`config.mk`:
```
export PLATFORM = sky130hd
export DESIGN_NAME = input_pixel_packer_flat
export DESIGN_NICKNAME = d
export VERILOG_FILES = /design/src/rtl/input_pixel_packer_if.sv /design/src/rtl/input_pixel_packer.sv /design/src/flat_wrapper.sv
export SDC_FILE = /design/constraint.sdc
export NUM_CORES = 1
export LEC_CHECK = 0
export BUFFER_PORTS_ARGS = -buffer_cell sky130_fd_sc_hd__clkbuf_2
export CORE_ASPECT_RATIO = 2
export CORE_MARGIN = 8
export CORE_UTILIZATION = 35
export CTS_CLUSTER_SIZE = 24
export DETAILED_ROUTE_END_ITERATION = 10
export SLEW_MARGIN = 10
export SYNTH_ARGS = -nofsm -noshare
export SYNTH_HDL_FRONTEND = slang
export SYNTH_SLANG_ARGS = --single-unit
```
`constraint.sdc`:
```
create_clock -name clk -period 3.8 [get_ports clk]
set_clock_uncertainty 0.1 [all_clocks]
set_input_delay 0.76 -clock clk [delete_from_list [all_inputs] [get_ports clk]]
set_output_delay 0.76 -clock clk [all_outputs]
set_load 0.005 [all_outputs]
```
`src/rtl/input_pixel_packer_if.sv`:
```
// Pixel-stream and SRAM write-port bundle for the input pixel packer.
// master = pixel source / SRAM side, slave = packer.
interface input_pixel_packer_if #(
    parameter int unsigned PIX_W = 9,
    parameter int unsigned LANES = 10,
    parameter int unsigned WORDS = 10
);
    localparam int unsigned DW = LANES * PIX_W;
    localparam int unsigned WW = $clog2(WORDS);

    logic [PIX_W-1:0] pix_in;
    logic             pix_valid;
    logic             pix_last;
    logic             pix_ready;
    logic             out_stall;
    logic [DW-1:0]    data;
    logic             we;
    logic [WW-1:0]    word_idx;
    logic             frame_done;
    logic             frame_err;

    modport master (
        output pix_in, pix_valid, pix_last, out_stall,
        input  pix_ready, data, we, word_idx, frame_done, frame_err
    );

    modport slave (
        input  pix_in, pix_valid, pix_last, out_stall,
        output pix_ready, data, we, word_idx, frame_done, frame_err
    );
endinterface

```
`src/rtl/input_pixel_packer.sv`:
```
// Packs a serial 9-bit pixel stream into LANES-wide SRAM words with one held
// output word, frame tracking and malformed-frame flagging.
module input_pixel_packer #(
    parameter int unsigned PIX_W = 9,
    parameter int unsigned LANES = 10,
    parameter int unsigned WORDS = 10
) (
    input  logic                  clk,
    input  logic                  rst,
    input_pixel_packer_if.slave   bus
);
    localparam int unsigned DW = LANES * PIX_W;
    localparam int unsigned LW = $clog2(LANES);
    localparam int unsigned WW = $clog2(WORDS);

    logic [LANES-1:0][PIX_W-1:0] r_acc;
    logic [LW-1:0]               r_lane_cnt;
    logic [WW-1:0]               r_word_cnt;
    logic [DW-1:0]               r_data;
    logic [WW-1:0]               r_word_idx;
    logic                        r_pend;
    logic                        r_done;
    logic                        r_err;

    logic                        w_ready;
    logic                        w_we;
    logic                        w_xfer;
    logic                        w_last_lane;
    logic                        w_last_word;
    logic                        w_complete;
    logic                        w_close;
    logic                        w_err;
    logic [LANES-1:0][PIX_W-1:0] w_word;

    // A held word that cannot be written blocks the input entirely.
    assign w_ready     = !(r_pend && bus.out_stall);
    assign w_we        = r_pend && !bus.out_stall;
    assign w_xfer      = bus.pix_valid && w_ready;
    assign w_last_lane = (r_lane_cnt == LW'(LANES - 1));
    assign w_last_word = (r_word_cnt == WW'(WORDS - 1));
    assign w_complete  = w_xfer && (w_last_lane || bus.pix_last);
    assign w_close     = w_complete && (bus.pix_last || w_last_word);
    // Early last and missing last both disagree with the full-frame position.
    assign w_err       = bus.pix_last ^ (w_last_lane && w_last_word);

    // Completed word: accumulated lanes, current pixel, zeros above it.
    always_comb begin
        w_word = '0;
        for (int unsigned k = 0; k < LANES; k++) begin
            if (LW'(k) < r_lane_cnt) begin
                w_word[k] = r_acc[k];
            end else if (LW'(k) == r_lane_cnt) begin
                w_word[k] = bus.pix_in;
            end
        end
    end

    always_ff @(posedge clk) begin
        if (rst) begin
            r_acc      <= '0;
            r_lane_cnt <= '0;
            r_word_cnt <= '0;
            r_data     <= '0;
            r_word_idx <= '0;
            r_pend     <= 1'b0;
            r_done     <= 1'b0;
            r_err      <= 1'b0;
        end else begin
            if (w_complete) begin
                r_acc      <= '0;
                r_lane_cnt <= '0;
            end else if (w_xfer) begin
                r_acc[r_lane_cnt] <= bus.pix_in;
                r_lane_cnt        <= r_lane_cnt + LW'(1);
            end

            // Loading a new word takes priority over clearing the written one.
            if (w_complete) begin
                r_data     <= DW'(w_word);
                r_word_idx <= r_word_cnt;
                r_pend     <= 1'b1;
                r_done     <= w_close;
                r_err      <= w_close && w_err;
                r_word_cnt <= w_close ? '0 : r_word_cnt + WW'(1);
            end else if (w_we) begin
                r_pend <= 1'b0;
            end
        end
    end

    assign bus.pix_ready  = w_ready;
    assign bus.we         = w_we;
    assign bus.data       = r_data;
    assign bus.word_idx   = r_word_idx;
    assign bus.frame_done = w_we && r_done;
    assign bus.frame_err  = w_we && r_err;
endmodule

```
`src/flat_wrapper.sv`:
```
// flat-port wrapper written by rule: the top's interface ports become plain ports
module input_pixel_packer_flat 
#(
    parameter int unsigned PIX_W = 9,
    parameter int unsigned LANES = 10,
    parameter int unsigned WORDS = 10
)
  (clk, rst, bus_pix_in, bus_pix_valid, bus_pix_last, bus_out_stall, bus_pix_ready, bus_data, bus_we, bus_word_idx, bus_frame_done, bus_frame_err);
  input_pixel_packer_if #(.PIX_W(PIX_W), .LANES(LANES), .WORDS(WORDS)) bus_i ();
  input  logic clk;
  input  logic rst;
  input wire logic [$bits(bus_i.pix_in)-1:0] bus_pix_in;
  input wire logic [$bits(bus_i.pix_valid)-1:0] bus_pix_valid;
  input wire logic [$bits(bus_i.pix_last)-1:0] bus_pix_last;
  input wire logic [$bits(bus_i.out_stall)-1:0] bus_out_stall;
  output wire logic [$bits(bus_i.pix_ready)-1:0] bus_pix_ready;
  output wire logic [$bits(bus_i.data)-1:0] bus_data;
  output wire logic [$bits(bus_i.we)-1:0] bus_we;
  output wire logic [$bits(bus_i.word_idx)-1:0] bus_word_idx;
  output wire logic [$bits(bus_i.frame_done)-1:0] bus_frame_done;
  output wire logic [$bits(bus_i.frame_err)-1:0] bus_frame_err;
  assign bus_i.pix_in = bus_pix_in;
  assign bus_i.pix_valid = bus_pix_valid;
  assign bus_i.pix_last = bus_pix_last;
  assign bus_i.out_stall = bus_out_stall;
  assign bus_pix_ready = bus_i.pix_ready;
  assign bus_data = bus_i.data;
  assign bus_we = bus_i.we;
  assign bus_word_idx = bus_i.word_idx;
  assign bus_frame_done = bus_i.frame_done;
  assign bus_frame_err = bus_i.frame_err;
  input_pixel_packer #(.PIX_W(PIX_W), .LANES(LANES), .WORDS(WORDS)) u_core (.clk(clk), .rst(rst), .bus(bus_i));
endmodule
```
==> results.txt, run 1 <==
status -> finished, final reports clean
final setup violation count -> 0
P_leak -> 3.87 nW
Post-Place Cells -> 1188
postcts setup bufs -> 0
worst vdd ir -> 0.240 mV
Tcrit/Tclk final -> 70.8%
clk buf depth -> 2
Worst Hold Class -> flop to flop
fillers -> 2255
root buffer cell -> clkbuf_16
layout cell share with drive strength beyond 1 -> 17.3%
placed inst area -> 8500 um^2
top cells by area in the synthesized netlist -> dfxtp_1, mux2i_1, nor2_1
Hold Path Depth -> 2
Starting Density -> 35.6%
GP Congestion -> 0.761
CP bufs+invs -> 1
Area growth, synth to finish -> 15.0%
power after layout -> 4.28 mW
slowest stage delay, CP -> 0.59 ns
Seq/Total Area, Yosys -> 49.5%
final design utilization -> 40.9%
htree depth -> 4
Skew-Pair Late Insertion Delay -> 0.44 ns
fmax -> 372 MHz
ANT cells -> 0
Core Region -> 22200 um^2
Relative slew margins -> 29.3%
final net count -> 952
port bufs -> 111
cts hold-fix bufs -> 0
clk sinks -> 195
crit path DAT -> 2.96 ns
Post-Route WL -> 22400 um
Yosys Warn Count -> 0
maxcap violations -> 0
final hold viol count -> 0
Post-Layout Cell Count -> 1220
minimum clock period -> 2.69 ns
CTS Buf Count -> 17
Worst Reg-to-Reg Cells -> 6
Cell Area, Synth -> 7880 um^2
worst hold slack -> 0.358 ns
Slowest-stage cell, CP -> nor2_1
Yosys reg bits -> 195
CP Cell Sequence -> inv_1, ha_1, nand3b_1, nor2_1, nand2_1, a21oi_1
vias in the first global route -> 6381
I/O Pins -> 112
CP required -> 4.07 ns
Crit. path cell count -> 6
Syn Nets -> 902
DR vias/cell -> 5.38
GR Overflow Total -> 0
Syn Area/Cell -> 8.95 um^2
largest net degree at the start of global routing -> 63
Distinct cells, synth -> 38
Post-Synthesis Cells -> 881
fin worst setup slack -> 1.11 ns
power density over the cells -> 472 nW/um^2
post-synth top area share -> 49.5%
WS Path Type -> flop to flop
Final Slew Violations -> 0
total negative slack -> 0 ns
Die Wd -> 122 um
die height -> 228 um
via count -> 6559
pre-CTS WS -> 0.900 ns
Row Count -> 77
antenna viol nets, final -> 0
critical path's top delay family -> simple AND/OR/NAND/NOR gates
Clock Pin Slew Worst Setup and Hold Paths -> 0.07 ns
initial antenna violation count -> 0
first-pass GRT wire length -> 35500 um
CP max FO -> 16
Initial DRC Count -> 422
Post-synth EDFFs -> 0
Residual DRC -> 0
RSZ-0062 raised after global routing -> false
Worst Setup End Kind -> flop
GRT Overall Usage -> 16.3%
CTS resizes -> 0
Critical Path Source Type -> flop
DRT Pass-1 Iters -> 6
Synth Flop Type -> dfxtp_1
post-synth top area cell -> dfxtp_1
ys async rst share -> 0%
Routed WL per cell -> 18.4 um
die footprint -> 27900 um^2
Final Instance Area -> 9060 um^2
Worst-Margin Slew -> 1.06 ns
CTS tree -> built
DP HPWL -> 14800 um
==> routing by layer <==
layer | track usage [%] | vias to the layer above | part of all wire, %
li1 | - | 3190 | -
met1 | 17.6 | 3190 | 39
met2 | 29.0 | 150 | 54
met3 | 3.98 | 29 | 4.6
met4 | 6.86 | 0 | 2.6
met5 | 0 | - | 0
==> power by group <==
part	total [mW]	internal [mW]	leakage, nW	switching [mW]
combinational	0.386	0.140	2.02	0.246
sequential	2.16	2.12	1.59	0.0484
clock	1.73	0.910	0.263	0.819
total	4.28	3.17	3.87	1.11
==> worst reg2reg max path: stages (launching register included) <==
cell and delay (ns):
dfxtp_1 0.43, inv_1 0.18, ha_1 0.58, nand3b_1 0.47, nor2_1 0.59, nand2_1 0.13
a21oi_1 0.14
==> sequential cells by signal (all words and copies together) (netlist names) <==
register             flops
u_core.bus.data         90
u_core.r_acc            90
u_core.bus.word_idx      4
u_core.r_lane_cnt        4
u_core.r_word_cnt        4
u_core.r_done            1
u_core.r_err             1
u_core.r_pend            1
==> final timing paths <==
kind	startpoint	end	slack, ns
hold reg to reg	u_core.r_acc[79]	u_core.r_acc[79]	0.36
setup reg to reg	u_core.r_lane_cnt[1]	u_core.r_acc[80]	1.11
hold / removal	u_core.r_acc[79]	u_core.r_acc[79]	0.36
setup / recovery	u_core.r_lane_cnt[1]	u_core.r_acc[80]	1.11
==> cell type report <==
cell class | count | area, um^2 | share of cell area [%]
Sequential cell | 195 | 3900 | 43.1
Multi-Input combinational cell | 589 | 3560 | 39.3
Timing Repair Buffer | 123 | 673 | 7.43
Clock buffer | 18 | 429 | 4.73
Tap cell | 276 | 345 | 3.81
Clock inverter | 14 | 131 | 1.45
Inverter | 5 | 18.8 | 0.207
==> cells by family (layout without fill, tap and decap cells) <==
family	count (synthesis)	count (layout)	synth area share (%)
and+or+nand+nor	376	376	20.5
DFF	195	195	49.5
AOI/OAI and AO/OA	120	120	12.4
buffers and inverters	97	160	5.59
muxes	81	81	10.3
adders and majority gates	7	7	1.11
xor gates and xnor gates	5	5	0.556
==> layout by cell type (no fill, tap or decap), drive strengths merged, types with 3 or more instances in the layout <==
cell type	count
dfxtp	195
nor2	182
clkbuf	128
mux2i	81
nand2	72
nor3	57
a221oi	54
nand3	45
a311oi	37
a21oi	18
buf	13
inv	8
ha	7
clkinv	6
xor2	4
clkinvlp	4
and2	3
nand3b	3
nand2b	3
==> cells in the mapped netlist, types with 3 or more instances <==
cell type	number
inv_1	5
dfxtp_1	195
buf_4	5
a221oi_1	54
nor2_1	182
nand3b_1	3
nand2_1	72
nand3_1	45
and2_1	3
xor2_1	4
clkbuf_1	51
buf_6	4
a311oi_1	37
a21oi_1	18
buf_2	22
nor3_1	56
ha_1	7
mux2i_1	81
nand2b_1	3
buf_1	10
No activity file was read; power rests on OpenSTA's default activity.
==> inputs of run 2 (changes only) <==
Clock period 3.8 ns to 2.4 ns, I/O delays scaled along.
==> run 2 against run 1 <==
- via count up 1.1%
- maximum frequency up 26%
- first-iteration DRC count up 21%
- sequential cell count unchanged
- sequential share of layout area down 0.99 points
- utilization up 0.96 points
- clock-buffer cell count down 1
- setup slack worse by 0.85 ns
- wire length up 1.5%
- register-to-register slack worse by 0.85 ns
- combinational power up 68%
- hold slack worse by 0.11 ns
==> results.txt, run 2 (same netlist as run 1, synthesis figures left out) <==
Skew-Pair Late Insertion Delay -> 0.44 ns
GR Overflow Total -> 0
hold worst-path end -> u_core.r_pend
via count -> 6629
Tcrit/Tclk final -> 89.1%
placed inst area -> 8730 um^2
DP HPWL -> 15400 um
WS Path Type -> flop to flop
Worst Setup End Kind -> flop
Post-Place Cells -> 1213
Hold Startpoint -> bus_out_stall
status -> finished, final reports clean
met2 Usage GRT -> 29.9%
Row Count -> 77
Post-Layout Cell Count -> 1245
worst vdd ir -> 0.498 mV
initial antenna violation count -> 0
CTS tree -> built
Hold Path Depth -> 3
Worst-Margin Slew -> 0.616 ns
largest net degree at the start of global routing -> 102
Die Wd -> 122 um
first-pass GRT wire length -> 36100 um
busiest layer in global routing -> met2
final design utilization -> 41.9%
fmax -> 468 MHz
FF-to-FF End -> u_core.r_acc[59]
Final Instance Area -> 9280 um^2
P_leak -> 4.01 nW
Clock Pin Slew Worst Setup and Hold Paths -> 0.08 ns
CTS resizes -> 0
Starting Density -> 35.6%
power density over the cells -> 728 nW/um^2
Worst R2R Start -> u_core.r_lane_cnt[0]
vias in the first global route -> 6452
cts hold-fix bufs -> 0
Switch Pwr -> 1.80 mW
DR vias/cell -> 5.32
minimum clock period -> 2.14 ns
Critical Path Source Type -> flop
CP max FO -> 52
worst hold slack -> 0.253 ns
postcts setup bufs -> 0
Clock Power Share -> 39.8%
Residual DRC -> 0
clk buf depth -> 2
final net count -> 977
crit path DAT -> 2.41 ns
flop2flop setup slack -> 0.26 ns
Internal Pwr Total -> 4.95 mW
pre-CTS WS -> 0.196 ns
commonest non-fill, non-tap cell in the layout -> dfxtp_1
Sw Share -> 26.7%
Initial DRC Count -> 509
power after layout -> 6.75 mW
root buffer cell -> clkbuf_16
logic gate share of total power -> 9.6%
fin worst setup slack -> 0.261 ns
maxcap violations -> 0
total negative slack -> 0 ns
final hold viol count -> 0
part of the power in registers -> 50.6%
Core Region -> 22200 um^2
GP Congestion -> 0.783
GRT Overall Usage -> 16.5%
Routed WL per cell -> 18.3 um
layout cell share with drive strength beyond 1 -> 19.5%
die footprint -> 27900 um^2
Worst Hold Class -> input pin to flop
met3 Use GR -> 3.59%
Final Slew Violations -> 0
RSZ-0062 raised after global routing -> false
CP required -> 2.67 ns
port bufs -> 111
Worst Reg-to-Reg Cells -> 6
antenna viol nets, final -> 0
CTS Buf Count -> 17
ANT cells -> 0
most frequent cells in the layout -> dfxtp_1, nor2_1, clkbuf_2, mux2i_1, nand2_1
Area growth, synth to finish -> 17.7%
met1 usage -> 18.2%
htree depth -> 4
DRT Pass-1 Iters -> 5
I/O Pins -> 112
die height -> 228 um
Relative slew margins -> 58.7%
Post-Route WL -> 22700 um
clk sinks -> 195
final setup violation count -> 0
run 2: changes by cell type in the layout (fill, tap and decap cells not counted), sizes merged:
cell	change
clkbuf	-1
clkinvlp	-1
inv	+4
buf	+25
bufinv	-1
clkinv	-1
run 2: worst max-delay path, cell delays in order, from the launching register on:
cell,delay [ns]
dfxtp_1,0.37
nor4bb_2,0.19
buf_4,0.18
o21ai_4,0.45
nand2b_2,0.32
buf_12,0.27
nor2_1,0.14
run 2: how the worst max path moves through the flow:
stage,startpoint,to
floorplan,u_core.r_lane_cnt[0],u_core.r_acc[54]
CTS,u_core.r_lane_cnt[0],u_core.r_acc[59]
global placement,bus_out_stall,u_core.r_acc[15]
finish,u_core.r_lane_cnt[0],u_core.r_acc[59]
global route,u_core.r_lane_cnt[0],u_core.r_acc[21]
detailed placement,bus_out_stall,u_core.r_acc[68]
run 2: cell type report:
type / instances / area [um^2]
repair buffers: 148 / 898
clock inverters: 15 / 123
clock buffers: 17 / 425
inverters: 5 / 18.8
flip-flops and latches: 195 / 3900
fillers: 2252 / 12900
multi-input cells: 589 / 3560
well taps: 276 / 345
run 2: per-layer routing:
| layer | share of wire [%] | vias to the layer above |
|---|---|---|
| met3 | 4.6 | 30 |
| met2 | 55 | 177 |
| met5 | 0 | - |
| met1 | 39 | 3178 |
| met4 | 1.9 | 0 |
| li1 | - | 3244 |
run 2: power by group through the flow:
stage / Sequential (mW) / Clock, mW / Combinational [mW]
floorplan: 3.49 / 0 / 0.389
global placement: 3.49 / 0 / 0.655
detailed placement: 3.50 / 0 / 0.660
CTS: 3.42 / 2.76 / 0.662
global route: 3.43 / 2.89 / 0.719
finish: 3.42 / 2.68 / 0.648
==> inputs of run 3 (changes only) <==
Settings changed: ABC_AREA set to 1.
==> run 3 against run 2 <==
- total power increased by 2.5%
- non-clock buffer count unchanged
- clock-buffer cell count increased by 2
- global-route usage increased by 1.2 points
- final cell count increased by 22%
- setup slack improved by 0.038 ns
- clock power increased by 12%
- highest routed layer unchanged
==> results.txt, run 3 <==
Sw Share -> 25.5%
initial antenna violation count -> 0
port bufs -> 111
crit path DAT -> 2.38 ns
Critical Path Source Type -> flop
die height -> 232 um
I/O Pins -> 112
final design utilization -> 41.8%
GR Overflow Total -> 0
Worst-Margin Slew -> 0.489 ns
CTS tree -> built
Internal Pwr Total -> 5.16 mW
Routed WL per cell -> 16.4 um
Core Region -> 23100 um^2
clk sinks -> 195
Tcrit/Tclk final -> 87.5%
maxcap violations -> 0
Yosys reg bits -> 195
Cell Area, Synth -> 8190 um^2
Residual DRC -> 0
RSZ-0062 raised after global routing -> false
top cells by area in the synthesized netlist -> dfxtp_1, nand2_1, o21ai_0
DP HPWL -> 17300 um
CP required -> 2.68 ns
Worst Setup End Kind -> flop
post-synth top area cell -> dfxtp_1
antenna viol nets, final -> 0
Initial DRC Count -> 560
hold worst-path end -> u_core.r_err
FF-to-FF End -> u_core.bus.data[55]
status -> finished, final reports clean
die footprint -> 28900 um^2
Worst Hold Class -> input pin to flop
final net count -> 1246
GP Congestion -> 0.819
Worst Reg-to-Reg Cells -> 5
total negative slack -> 0 ns
power density over the cells -> 716 nW/um^2
DRT Pass-1 Iters -> 5
GRT Overall Usage -> 17.6%
Hold Path Depth -> 4
ANT cells -> 0
Post-synth EDFFs -> 0
clk buf depth -> 2
Die Wd -> 124 um
part of the power in registers -> 48.7%
Post-Route WL -> 25000 um
Syn Nets -> 1153
Hold Startpoint -> bus_pix_last
minimum clock period -> 2.10 ns
WS Path Type -> flop to flop
Clock Pin Slew Worst Setup and Hold Paths -> 0.07 ns
P_leak -> 3.74 nW
post-synth top area share -> 47.6%
DR vias/cell -> 4.95
Starting Density -> 35.4%
cts hold-fix bufs -> 0
final hold viol count -> 0
first-pass GRT wire length -> 39400 um
postcts setup bufs -> 0
worst vdd ir -> 0.371 mV
Yosys Warn Count -> 0
CP max FO -> 12
final setup violation count -> 0
root buffer cell -> clkbuf_16
layout cell share with drive strength beyond 1 -> 17.7%
Seq/Total Area, Yosys -> 47.6%
most frequent cells in the layout -> nand2_1, dfxtp_1, nor2_1, o21ai_0, clkbuf_2
Clock Power Share -> 43.3%
most common cell in the netlist -> nand2_1
Worst R2R Start -> u_core.r_lane_cnt[1]
via count -> 7524
fmax -> 476 MHz
Relative slew margins -> 67.3%
commonest non-fill, non-tap cell in the layout -> nand2_1
flop2flop setup slack -> 0.30 ns
Row Count -> 79
Synth top cells by count -> nand2_1, dfxtp_1, nor2_1, o21ai_0, a21oi_1
htree depth -> 4
Post-Synthesis Cells -> 1132
largest net degree at the start of global routing -> 69
CTS resizes -> 0
Skew-Pair Late Insertion Delay -> 0.44 ns
CTS Buf Count -> 17
Distinct cells, synth -> 31
ys async rst share -> 0%
Syn Area/Cell -> 7.24 um^2
Area growth, synth to finish -> 18.0%
Final Slew Violations -> 0
Synth Flop Type -> dfxtp_1
Switch Pwr -> 1.76 mW
vias in the first global route -> 7305
logic gate share of total power -> 8.0%
run 3: cell families after synthesis:
family | share of synthesized area, %
flip-flops | 47.6
buffers and inverters | 6.64
adder cells (fa/ha/maj) | 1.07
AO/OA/AOI/OAI | 18.3
XOR/XNOR | 0.214
AND/OR/NAND/NOR | 26.1
run 3: stage by stage:
| step | cell area, um^2 | hold WS (ns) | std cells | power [mW] | setup slack [ns] |
|---|---|---|---|---|---|
| 6_report | 9670 | 0.230 | 1521 | 6.92 | 0.299 |
| 3_3_place_gp | 9060 | 0.348 | 1489 | 4.00 | 0.311 |
| 2_1_floorplan | 8190 | 0.326 | 1132 | 3.77 | 0.763 |
| 5_1_grt | 9670 | 0.223 | 1521 | 7.17 | 0.0722 |
| 4_1_cts | 9670 | 0.214 | 1521 | 6.98 | 0.307 |
| 3_5_place_dp | 9060 | 0.355 | 1489 | 4.01 | 0.287 |
run 3: final cells by class:
cell class,instances,area [um^2]
timing repair buffer,148,896
fill,2495,13500
clock inverter,13,174
clock buffer,19,433
inverter,43,164
sequential,195,3900
multi-input combinational,820,3740
tap,283,354
run 3: worst max-delay path: stages (launching register included):
cell and delay, ns:
dfxtp_1 0.52, ha_1 0.53, nand3_1 0.36, o21ai_0 0.33
nor2_1 0.08, nor2_1 0.11
run 3: routing by layer:
metal  part of all wire, %  wire, um  track usage (%)  up-vias
met1                    39      9860             18.8     3462
met4                   3.6       887             8.34        0
met3                   4.4      1090             3.52       49
met5                     0         0                0        -
li1                      -         -                -     3842
met2                    53     13100             31.8      171
run 3: worst max path at each step:
stage / startpoint / end / slack [ns] / depth (start not counted)
after global routing: u_core.r_lane_cnt[0] / u_core.bus.data[55] / 0.07 / 6
after detailed placement: u_core.r_lane_cnt[1] / u_core.bus.data[55] / 0.29 / 5
final: u_core.r_lane_cnt[1] / u_core.bus.data[55] / 0.30 / 5
after CTS: u_core.r_lane_cnt[0] / u_core.bus.data[55] / 0.31 / 6
after global placement: u_core.r_lane_cnt[0] / u_core.bus.data[55] / 0.31 / 6
after floorplan: bus_out_stall / u_core.bus.data[63] / 0.76 / 9
run 3: power by group through the flow:
stage                     sequential [mW]  combinational, mW  clock (mW)
after floorplan                      3.44              0.334           0
after global placement               3.44              0.563           0
after detailed placement             3.44              0.561           0
after CTS                            3.37              0.564        3.04
after global routing                 3.38              0.616        3.17
final                                3.37              0.555        3.00
